## config.mk

```make
export PLATFORM = sky130hd
export DESIGN_NAME = tetron_move_ctrl_flat
export DESIGN_NICKNAME = d
export VERILOG_FILES = /design/src/rtl/tetron_move_ctrl_if.sv /design/src/rtl/tetron_move_ctrl.sv /design/src/flat_wrapper.sv
export SDC_FILE = /design/constraint.sdc
export NUM_CORES = 1
export LEC_CHECK = 0
export CAP_MARGIN = 40
export CORE_ASPECT_RATIO = 0.9
export CORE_MARGIN = 2
export CORE_UTILIZATION = 30
export CTS_CLUSTER_DIAMETER = 200
export DETAILED_ROUTE_END_ITERATION = 8
export PLACE_DENSITY_LB_ADDON = 0.1
export SLEW_MARGIN = 25
export SYNTH_ARGS = -nofsm -noshare
export SYNTH_HDL_FRONTEND = slang
export SYNTH_SLANG_ARGS = --single-unit
export TNS_END_PERCENT = 50
```

## constraint.sdc

```tcl
create_clock -name clk -period 3.3 [get_ports clk]
set_input_delay 0.33 -clock clk [delete_from_list [all_inputs] [get_ports clk]]
set_output_delay 0.33 -clock clk [all_outputs]
set_load 0.1 [all_outputs]
```

## src/rtl/tetron_move_ctrl_if.sv

```systemverilog
// Bundle of request, shaper, board-read and piece-status signals around tetron_move_ctrl.
// The slave modport is the controller side; master is the environment driving requests.
// No storage or latency of its own; req_ready gives the backpressure.
interface tetron_move_ctrl_if;
    logic        req_valid;
    logic [2:0]  req_op;
    logic        req_ready;
    logic        shp_active;
    logic [2:0]  shp_rotation;
    logic [19:0] shp_voff;
    logic [19:0] shp_hoff;
    logic        brd_rd_en;
    logic [4:0]  brd_rd_row;
    logic [3:0]  brd_rd_col;
    logic        brd_rd_occ;
    logic [4:0]  piece_row;
    logic [3:0]  piece_col;
    logic [2:0]  piece_rot;
    logic        piece_live;
    logic        done_valid;
    logic        done_ok;
    logic        lock;
    logic        game_over;

    modport slave (
        input  req_valid, req_op, shp_voff, shp_hoff, brd_rd_occ,
        output req_ready, shp_active, shp_rotation, brd_rd_en, brd_rd_row, brd_rd_col,
               piece_row, piece_col, piece_rot, piece_live, done_valid, done_ok, lock, game_over
    );

    modport master (
        output req_valid, req_op, shp_voff, shp_hoff, brd_rd_occ,
        input  req_ready, shp_active, shp_rotation, brd_rd_en, brd_rd_row, brd_rd_col,
               piece_row, piece_col, piece_rot, piece_live, done_valid, done_ok, lock, game_over
    );
endinterface

```

## src/rtl/tetron_move_ctrl.sv

```systemverilog
// Falling-piece move sequencer: probes four candidate cells on the board, then commits or rejects.
// Latency 7 cycles handshake-to-done (1 on early reject; up to 17 with TETRON_WALL_KICK_EN defined).
// One request in flight; req_ready is high only in IDLE.
module tetron_move_ctrl #(
    parameter int BOARD_W   = 10,
    parameter int BOARD_H   = 20,
    parameter int SPAWN_COL = 4,
    parameter int SPAWN_ROW = 0
) (
    input  logic             clk,
    input  logic             rst_n,
    tetron_move_ctrl_if.slave bus
);
    typedef enum logic [2:0] {IDLE, SHAPE, PROBE1, PROBE2, PROBE3, PROBE4, DECIDE, DONE} state_t;

    localparam logic [2:0] OP_LEFT  = 3'd0;
    localparam logic [2:0] OP_RIGHT = 3'd1;
    localparam logic [2:0] OP_DOWN  = 3'd2;
    localparam logic [2:0] OP_ROT   = 3'd3;
    localparam logic [2:0] OP_SPAWN = 3'd4;
    localparam logic signed [6:0] W7 = 7'(BOARD_W);
    localparam logic signed [6:0] H7 = 7'(BOARD_H);

    state_t            state, state_nx;
    logic        [4:0] row_q;
    logic        [3:0] col_q;
    logic        [1:0] rot_q, shp_rot_q, cand_rot;
    logic signed [6:0] cand_row, cand_col;
    logic        [2:0] op_q;
    logic              live_q, over_q, collide_q, rd_pend_q, ok_q, lock_q;

    logic              handshake, reject, oob, collide_all;
    logic signed [6:0] row_ext, col_ext, nx_row, nx_col, cell_row, cell_col;
    logic        [1:0] nx_rot;
    logic        [4:0] voff, hoff;

`ifdef TETRON_WALL_KICK_EN
    logic [1:0] kick_q;
    logic       kick_retry;
    assign kick_retry = (state == DECIDE) && collide_all && (op_q == OP_ROT) && (kick_q != 2'd2);
`endif

    assign row_ext     = {2'b00, row_q};
    assign col_ext     = {3'b000, col_q};
    assign handshake   = bus.req_valid && (state == IDLE);
    assign reject      = (bus.req_op > OP_SPAWN) || over_q ||
                         ((bus.req_op == OP_SPAWN) ? live_q : !live_q);
    // Occupancy returned this cycle belongs to the read issued in the previous probe.
    assign collide_all = collide_q || (rd_pend_q && bus.brd_rd_occ);

    always_comb begin
        nx_row = row_ext;
        nx_col = col_ext;
        nx_rot = rot_q;
        case (bus.req_op)
            OP_LEFT:  nx_col = col_ext - 7'sd1;
            OP_RIGHT: nx_col = col_ext + 7'sd1;
            OP_DOWN:  nx_row = row_ext + 7'sd1;
            OP_ROT:   nx_rot = rot_q + 2'd1;
            OP_SPAWN: begin
                nx_row = 7'(SPAWN_ROW);
                nx_col = 7'(SPAWN_COL);
                nx_rot = 2'd0;
            end
            default: ;
        endcase
    end

    always_comb begin
        voff = 5'd0;
        hoff = 5'd0;
        case (state)
            PROBE1: begin voff = bus.shp_voff[4:0];   hoff = bus.shp_hoff[4:0];   end
            PROBE2: begin voff = bus.shp_voff[9:5];   hoff = bus.shp_hoff[9:5];   end
            PROBE3: begin voff = bus.shp_voff[14:10]; hoff = bus.shp_hoff[14:10]; end
            PROBE4: begin voff = bus.shp_voff[19:15]; hoff = bus.shp_hoff[19:15]; end
            default: ;
        endcase
        cell_row = cand_row + {{2{voff[4]}}, voff};
        cell_col = cand_col + {{2{hoff[4]}}, hoff};
        oob      = (cell_row < 7'sd0) || (cell_row >= H7) || (cell_col < 7'sd0) || (cell_col >= W7);
    end

    always_comb begin
        state_nx = state;
        case (state)
            IDLE:   if (handshake) state_nx = reject ? DONE : SHAPE;
            SHAPE:  state_nx = PROBE1;
            PROBE1: state_nx = PROBE2;
            PROBE2: state_nx = PROBE3;
            PROBE3: state_nx = PROBE4;
            PROBE4: state_nx = DECIDE;
            DECIDE: begin
                state_nx = DONE;
`ifdef TETRON_WALL_KICK_EN
                if (kick_retry) state_nx = PROBE1;
`endif
            end
            DONE:   state_nx = IDLE;
            default: state_nx = IDLE;
        endcase
    end

    always_ff @(posedge clk or negedge rst_n) begin
        if (!rst_n) state <= IDLE;
        else        state <= state_nx;
    end

    always_ff @(posedge clk or negedge rst_n) begin
        if (!rst_n) begin
            row_q     <= 5'(SPAWN_ROW);
            col_q     <= 4'(SPAWN_COL);
            rot_q     <= 2'd0;
            shp_rot_q <= 2'd0;
            cand_row  <= '0;
            cand_col  <= '0;
            cand_rot  <= 2'd0;
            op_q      <= 3'd0;
            live_q    <= 1'b0;
            over_q    <= 1'b0;
            collide_q <= 1'b0;
            rd_pend_q <= 1'b0;
            ok_q      <= 1'b0;
            lock_q    <= 1'b0;
`ifdef TETRON_WALL_KICK_EN
            kick_q    <= 2'd0;
`endif
        end else begin
            case (state)
                IDLE: if (handshake) begin
                    op_q      <= bus.req_op;
                    cand_row  <= nx_row;
                    cand_col  <= nx_col;
                    cand_rot  <= nx_rot;
                    ok_q      <= 1'b0;
                    lock_q    <= 1'b0;
                    collide_q <= 1'b0;
                    rd_pend_q <= 1'b0;
`ifdef TETRON_WALL_KICK_EN
                    kick_q    <= 2'd0;
`endif
                    if (!reject) shp_rot_q <= nx_rot;
                end
                PROBE1, PROBE2, PROBE3, PROBE4: begin
                    collide_q <= collide_all || oob;
                    rd_pend_q <= !oob;
                end
                DECIDE: begin
                    rd_pend_q <= 1'b0;
`ifdef TETRON_WALL_KICK_EN
                    if (kick_retry) begin
                        kick_q    <= kick_q + 2'd1;
                        collide_q <= 1'b0;
                        cand_col  <= (kick_q == 2'd0) ? col_ext - 7'sd1 : col_ext + 7'sd1;
                    end else
`endif
                    if (!collide_all) begin
                        ok_q  <= 1'b1;
                        row_q <= cand_row[4:0];
                        col_q <= cand_col[3:0];
                        rot_q <= cand_rot;
                        if (op_q == OP_SPAWN) live_q <= 1'b1;
                    end else if (op_q == OP_DOWN) begin
                        lock_q <= 1'b1;
                        live_q <= 1'b0;
                    end else if (op_q == OP_SPAWN) begin
                        over_q <= 1'b1;
                    end
                end
                default: ;
            endcase
        end
    end

    assign bus.req_ready    = (state == IDLE);
    assign bus.shp_active   = live_q || ((op_q == OP_SPAWN) && (state inside {SHAPE, PROBE1, PROBE2, PROBE3, PROBE4, DECIDE}));
    assign bus.shp_rotation = {1'b0, shp_rot_q};
    assign bus.brd_rd_en    = (state inside {PROBE1, PROBE2, PROBE3, PROBE4}) && !oob;
    assign bus.brd_rd_row   = bus.brd_rd_en ? cell_row[4:0] : 5'd0;
    assign bus.brd_rd_col   = bus.brd_rd_en ? cell_col[3:0] : 4'd0;
    assign bus.piece_row    = row_q;
    assign bus.piece_col    = col_q;
    assign bus.piece_rot    = {1'b0, rot_q};
    assign bus.piece_live   = live_q;
    assign bus.game_over    = over_q;
    assign bus.done_valid   = (state == DONE);
    assign bus.done_ok      = (state == DONE) && ok_q;
    assign bus.lock         = (state == DONE) && lock_q;
endmodule

```

## src/flat_wrapper.sv

```systemverilog
// flat-port wrapper written by rule: the top's interface ports become plain ports
module tetron_move_ctrl_flat 
#(
    parameter int BOARD_W   = 10,
    parameter int BOARD_H   = 20,
    parameter int SPAWN_COL = 4,
    parameter int SPAWN_ROW = 0
)
  (clk, rst_n, bus_req_valid, bus_req_op, bus_shp_voff, bus_shp_hoff, bus_brd_rd_occ, bus_req_ready, bus_shp_active, bus_shp_rotation, bus_brd_rd_en, bus_brd_rd_row, bus_brd_rd_col, bus_piece_row, bus_piece_col, bus_piece_rot, bus_piece_live, bus_done_valid, bus_done_ok, bus_lock, bus_game_over);
  tetron_move_ctrl_if bus_i ();
  input  logic clk;
  input  logic rst_n;
  input wire logic [$bits(bus_i.req_valid)-1:0] bus_req_valid;
  input wire logic [$bits(bus_i.req_op)-1:0] bus_req_op;
  input wire logic [$bits(bus_i.shp_voff)-1:0] bus_shp_voff;
  input wire logic [$bits(bus_i.shp_hoff)-1:0] bus_shp_hoff;
  input wire logic [$bits(bus_i.brd_rd_occ)-1:0] bus_brd_rd_occ;
  output wire logic [$bits(bus_i.req_ready)-1:0] bus_req_ready;
  output wire logic [$bits(bus_i.shp_active)-1:0] bus_shp_active;
  output wire logic [$bits(bus_i.shp_rotation)-1:0] bus_shp_rotation;
  output wire logic [$bits(bus_i.brd_rd_en)-1:0] bus_brd_rd_en;
  output wire logic [$bits(bus_i.brd_rd_row)-1:0] bus_brd_rd_row;
  output wire logic [$bits(bus_i.brd_rd_col)-1:0] bus_brd_rd_col;
  output wire logic [$bits(bus_i.piece_row)-1:0] bus_piece_row;
  output wire logic [$bits(bus_i.piece_col)-1:0] bus_piece_col;
  output wire logic [$bits(bus_i.piece_rot)-1:0] bus_piece_rot;
  output wire logic [$bits(bus_i.piece_live)-1:0] bus_piece_live;
  output wire logic [$bits(bus_i.done_valid)-1:0] bus_done_valid;
  output wire logic [$bits(bus_i.done_ok)-1:0] bus_done_ok;
  output wire logic [$bits(bus_i.lock)-1:0] bus_lock;
  output wire logic [$bits(bus_i.game_over)-1:0] bus_game_over;
  assign bus_i.req_valid = bus_req_valid;
  assign bus_i.req_op = bus_req_op;
  assign bus_i.shp_voff = bus_shp_voff;
  assign bus_i.shp_hoff = bus_shp_hoff;
  assign bus_i.brd_rd_occ = bus_brd_rd_occ;
  assign bus_req_ready = bus_i.req_ready;
  assign bus_shp_active = bus_i.shp_active;
  assign bus_shp_rotation = bus_i.shp_rotation;
  assign bus_brd_rd_en = bus_i.brd_rd_en;
  assign bus_brd_rd_row = bus_i.brd_rd_row;
  assign bus_brd_rd_col = bus_i.brd_rd_col;
  assign bus_piece_row = bus_i.piece_row;
  assign bus_piece_col = bus_i.piece_col;
  assign bus_piece_rot = bus_i.piece_rot;
  assign bus_piece_live = bus_i.piece_live;
  assign bus_done_valid = bus_i.done_valid;
  assign bus_done_ok = bus_i.done_ok;
  assign bus_lock = bus_i.lock;
  assign bus_game_over = bus_i.game_over;
  tetron_move_ctrl #(.BOARD_W(BOARD_W), .BOARD_H(BOARD_H), .SPAWN_COL(SPAWN_COL), .SPAWN_ROW(SPAWN_ROW)) u_core (.clk(clk), .rst_n(rst_n), .bus(bus_i));
endmodule
```

# Yosys cells after proc, flatten, opt, wreduce, memory -nomap -nowiden
# Cells that the tools add are included.
# word_totals
regBits	41
input_bits	47
out_inout_bits	32
wordCells	103
# op_classes
add_sub_neg	6
n_lt_le_gt_ge	5
eq_ne	18
n_mux	22
bitwise_logic	3
n_reduce_logical	34
# op_table
op	count
$pmux W5 S4	2
$pmux W3 S8	1
$pmux W7 S3	1
$eq A3 B3 Y1 const B	6
$eq A3 B2 Y1 const B	5
$add A7 B7 Y7	2
$lt A7 B1 Y1 const B	2
$pmux W7 S2	1
$reduce_and A3 Y1	3
$logic_or A1 B1 Y1	8
$mux W1	8
$reduce_and A2 Y1	4
$reduce_and A4 Y1	2
$ge A7 B5 Y1 const B	1
$ge A7 B6 Y1 const B	1
$add A5 B1 Y6 const B	1
$eq A3 B1 Y1 const B	2
$logic_and A1 B1 Y1	6
$logic_not A3 Y1	2
$mux W3	2
$ne A2 B1 Y1 const B	3
$pmux W1 S2	3
$reduce_bool A2 Y1	3
$reduce_bool A6 Y1	1
14 further kinds	18

# Logic depth before layout (Yosys ltp)
# depth
depth_word	10
depth_mapped	15
ltp_nobuf	12

# Least setup slack after synthesis
# Ideal clock, no wire load.
# synth_path
path_type	register to output
startpoint	register u_core.state[0]
endpoint	output bus_brd_rd_col[3]
arrival_time_ps	4934
required_ps	2970
setup_slack_ps	-1964
path_stages_with_launch	14
n_path_buf	2
path_cell_list	dfrtp_1 -> buf_2 -> buf_1 -> mux2i_1 -> o22ai_1 -> ha_1 -> inv_1 -> fa_1 -> nand2b_1 -> a21oi_1 -> xnor2_1 -> nand2b_1 -> nand4_1 -> nor3b_1
# synth_between
elab_chain_cells	10
elab_cells_between_ends	19
classes_between	add/sub: 2; order compare: 4; eq/ne: 4; mux: 3; reduce/logical: 6
# synth_lines
item	line_no	source
start, declared	tetron_move_ctrl.sv:24	state_t state, state_nx;
start signal, assigned	tetron_move_ctrl.sv:106	else state <= state_nx;
$eq A3 B3 Y1 / $eq A3 B2 Y1 (equally long branches)	tetron_move_ctrl.sv:72, tetron_move_ctrl.sv:178	
$pmux W5 S4	tetron_move_ctrl.sv:72	case (state)
$add A7 B7 Y7	tetron_move_ctrl.sv:79	cell_row = cand_row + {{2{voff[4]}}, voff};
$lt A7 B1 Y1 / $ge A7 B6 Y1 (equally long branches)	tetron_move_ctrl.sv:81	oob = (cell_row < 7'sd0) || (cell_row >= H7) || (cell_col < 7'sd0) || (cell_col >= W7);
$logic_or A1 B1 Y1 (3 in a row)	tetron_move_ctrl.sv:81	
$logic_not A1 Y1	tetron_move_ctrl.sv:178	assign bus.brd_rd_en = (state inside {PROBE1, PROBE2, PROBE3, PROBE4}) && !oob;
$logic_and A1 B1 Y1	tetron_move_ctrl.sv:178	
$mux W4 *	tetron_move_ctrl.sv:180	assign bus.brd_rd_col = bus.brd_rd_en ? cell_col[3:0] : 4'd0;
end, declared	flat_wrapper.sv:23	output wire logic [$bits(bus_i.brd_rd_col)-1:0] bus_brd_rd_col;
# Every way passes the cells marked *; elsewhere a longest branch is shown, timed or not.

# Worst setup path after layout
# Same ends and word-level chain as after synthesis.

==> flow_summary.toml <==
[logic_synthesis]
synth_compound_area_frac = 0.1845
ys_types = 54
async_reset_ff_frac = 1.000
synth_edf_count = 0
synth_top_family_by_area = "compound AO/OA/AOI/OAI gates"
synthAdderAreaFrac = 0.07958
synth-seq-area-share = 0.3415
synthMuxAreaShare = 0.1509
synthXorXnorAreaFrac = 0.02405
synth_top_area_frac = 0.3323
netlist_instances = 313
yosysWarnings = 0
synth_area_um2 = 2861
yosys.area_share.simple = 0.1561
synth_area_per_cell_um2 = 9.142
synth.area.top_cells = "dfrtp_1 (33%), mux2i_1 (8.4%), mux2_2 (6.7%)"
yosysTopAreaCell = "dfrtp_1"
ys_seq_elements = 39
ys.flop_type = "dfrtp_1"

[die]
die_h_um = 96.65
start_util = 0.3108
die-area_um2 = 10340
core_um2 = 9208
die_x_um = 106.9
pin_count = 79
rows = 33

[detailed_routing]
drtAntennaViolNets = 0
drt-total-wl_mm = 8.013
wire_per_inst_um = 14.21
drt_iter0_drc = 58
route.detailed.drc = 0
via_count = 2705
vias_per_cell = 4.796
dr.pass1.iters = 4

[status]
violations = "negative setup slack"
status = "complete, but fails checks"

[clock_tree]
clkTransAtPathRegs_ps = 80
clk_latency_ps = 290
clock_path_buffers = 2
cts-root-buf = "clkbuf_8"
h-tree-depth = 2
cts_made_buffers = 5
cts_tree = "yes"
cts_sinks = 39

[power]
power.leakage_nw = 2.081
power_density_nw_per_um2 = 958.1
ir_drop_mv = 0.6082

[grt]
grt_usage = 0.1607
antenna_found_initial = 0
grt_max_degree = 34
grt_overflow = 0
grt_pass1_wl_mm = 13.41
grt_pass1_vias = 2704

[setup_path]
r2r_setup_slack_ps = 80
r2r_start = "u_core.state[0]"
crit_required_ps = 2970
path_max_fanout = 7
crit_path_start = "u_core.state[0]"
worst_setup_path_start_kind = "flip-flop"
endpoint = "bus_brd_rd_col[3]"
r2r_cells = 16
crit_arrival_ps = 3360
end_kind = "output port"
path_class = "flip-flop to output port"
rr_endpoint = "u_core.collide_q"

[finish]
n_fill_cell = 835
multi_input_area_um2 = 1810
insertedDiodeCount = 0
final_net_count = 505
fin_util = 0.5003
regArea_um2 = 977.2
syn_to_final_growth_pct = 61.00
final_cell_mix = "clkdlybuf4s50_1 (58), buf_4 (50), dfrtp_1 (38)"
final_layout_size_suffix_gt1_frac = 0.3077
mostFrequentLayoutCell = "clkdlybuf4s50_1"

[timing]
fin_ws_ps = -392.6
finalCriticalPeriod_ps = 3693
max_slew.worst_pin.slew_ps = 696.7
max_freq_mhz = 270.8
rsz0062_at_grt = "yes"
max_slew_margin = 0.5344
clock-skew-final_ps = 4.183
hold_viol = 0
slew_violations = 0
holdWs_ps = 453.9
finalCritPeriodShare = 1.119
setup_viol = 10

[place]
post-dp-hpwl_mm = 6.142
io_buffers = 76
gp_congestion = 0.7989

[job]
cap_violations = 0

[hold_path]
hp-class = "input pin to asynchronous set/reset pin"
[worst max-delay path, stage by stage (launching register included)]
cell,delay (ps)
dfrtp_1,410
buf_12,150
buf_12,130
mux2i_1,120
o22ai_2,220
ha_2,230
inv_2,40
fa_2,350
xor2_2,160
nand2_1,60
and3b_1,190
nor4_2,200
nand4_1,160
buf_6,190
nor3b_4,230
buf_12,200
[how the worst min path moves through the flow]
| stage | endpoint | slack [ps] | cells after the start |
|---|---|---|---|
| floorplan | u_core.bus.game_over | 30 | 0 |
| global placement | u_core.bus.game_over | 480 | 1 |
| detailed placement | u_core.cand_col[3] | 240 | 1 |
| CTS | u_core.cand_col[3] | 460 | 2 |
| global route | u_core.bus.piece_col[0] | 480 | 2 |
| finish | u_core.cand_col[3] | 450 | 2 |
[per-layer routing]
metal	vias up	wire length [um]	track usage
met5	-	0	0
met4	0	46	0.02398
met3	8	251	0.03100
met2	40	3732	0.2592
met1	1275	3983	0.2279
li1	1382	-	-
[cell usage after synthesis (8+ instances only)]
cell / instances
mux2i_1: 24
o22ai_1: 9
nor2_1: 26
dfrtp_1: 38
mux2_2: 17
ha_1: 15
clkbuf_1: 12
nor3_1: 8
a21oi_1: 16
inv_1: 20
o21ai_0: 16
nand2_1: 23
[flip-flops by register name (all words and copies together) (netlist names)]
name	cells
u_core.cand_row	6
u_core.ok_q	1
u_core.state	3
u_core.shp_rot_q	2
u_core.rot_q	2
u_core.bus.piece_col	4
u_core.bus.piece_row	5
u_core.collide_q	1
u_core.cand_rot	2
u_core.bus.game_over	1
u_core.bus.piece_live	1
u_core.rd_pend_q	1
u_core.cand_col	6
u_core.op_q	3
u_core.lock_q	1
[timing repair]
action	CTS	global route
endpoints found under the hold margin	10	0
resized for setup	4	11
buffers inserted	9	4
setup endpoints to repair	10	11
hold buffers	1	0
cloned	1	0
pin swaps	1	9
[stage by stage]
| stage | power (mW) | area [um^2] | cells | worst slack (ps) | setup TNS [ps] |
|---|---|---|---|---|---|
| global placement | 3.693 | 4120 | 527 | -114.6 | -360.0 |
| finish | 4.414 | 4607 | 564 | -392.6 | -3290 |
| CTS | 4.325 | 4546 | 560 | -374.4 | -3101 |
| detailed placement | 3.800 | 4335 | 541 | -144.4 | -579.3 |
| floorplan | 2.774 | 2977 | 314 | -367.4 | -2579 |
| global route | 4.709 | 4607 | 564 | -592.9 | -5343 |
[area by class of cell]
cell class,instances,area share
multi-input cells,235,0.3930
repair buffers,140,0.3232
flip-flops and latches,39,0.2121
well taps,122,0.03313
clock buffers,8,0.02173
inverters,20,0.01684
[power breakdown]
| part | leakage (nW) | internal [mW] | switching [mW] |
|---|---|---|---|
| Clock | 0.0515 | 0.191 | 0.163 |
| Combinational | 1.53 | 1.46 | 1.83 |
| Sequential | 0.500 | 0.621 | 0.146 |
[logic make-up (layout without fill, tap and decap cells)]
kind of cell    count (synthesis)  in the layout
simple gates                   88             88
buf+inv                        40            168
mux                            41             41
compound gates                 80             80
other cells                     1              2
flops                          39             39
fa+ha+maj                      17             17
xor+xnor                        7              7
No activity file was read; power rests on OpenSTA's default activity.
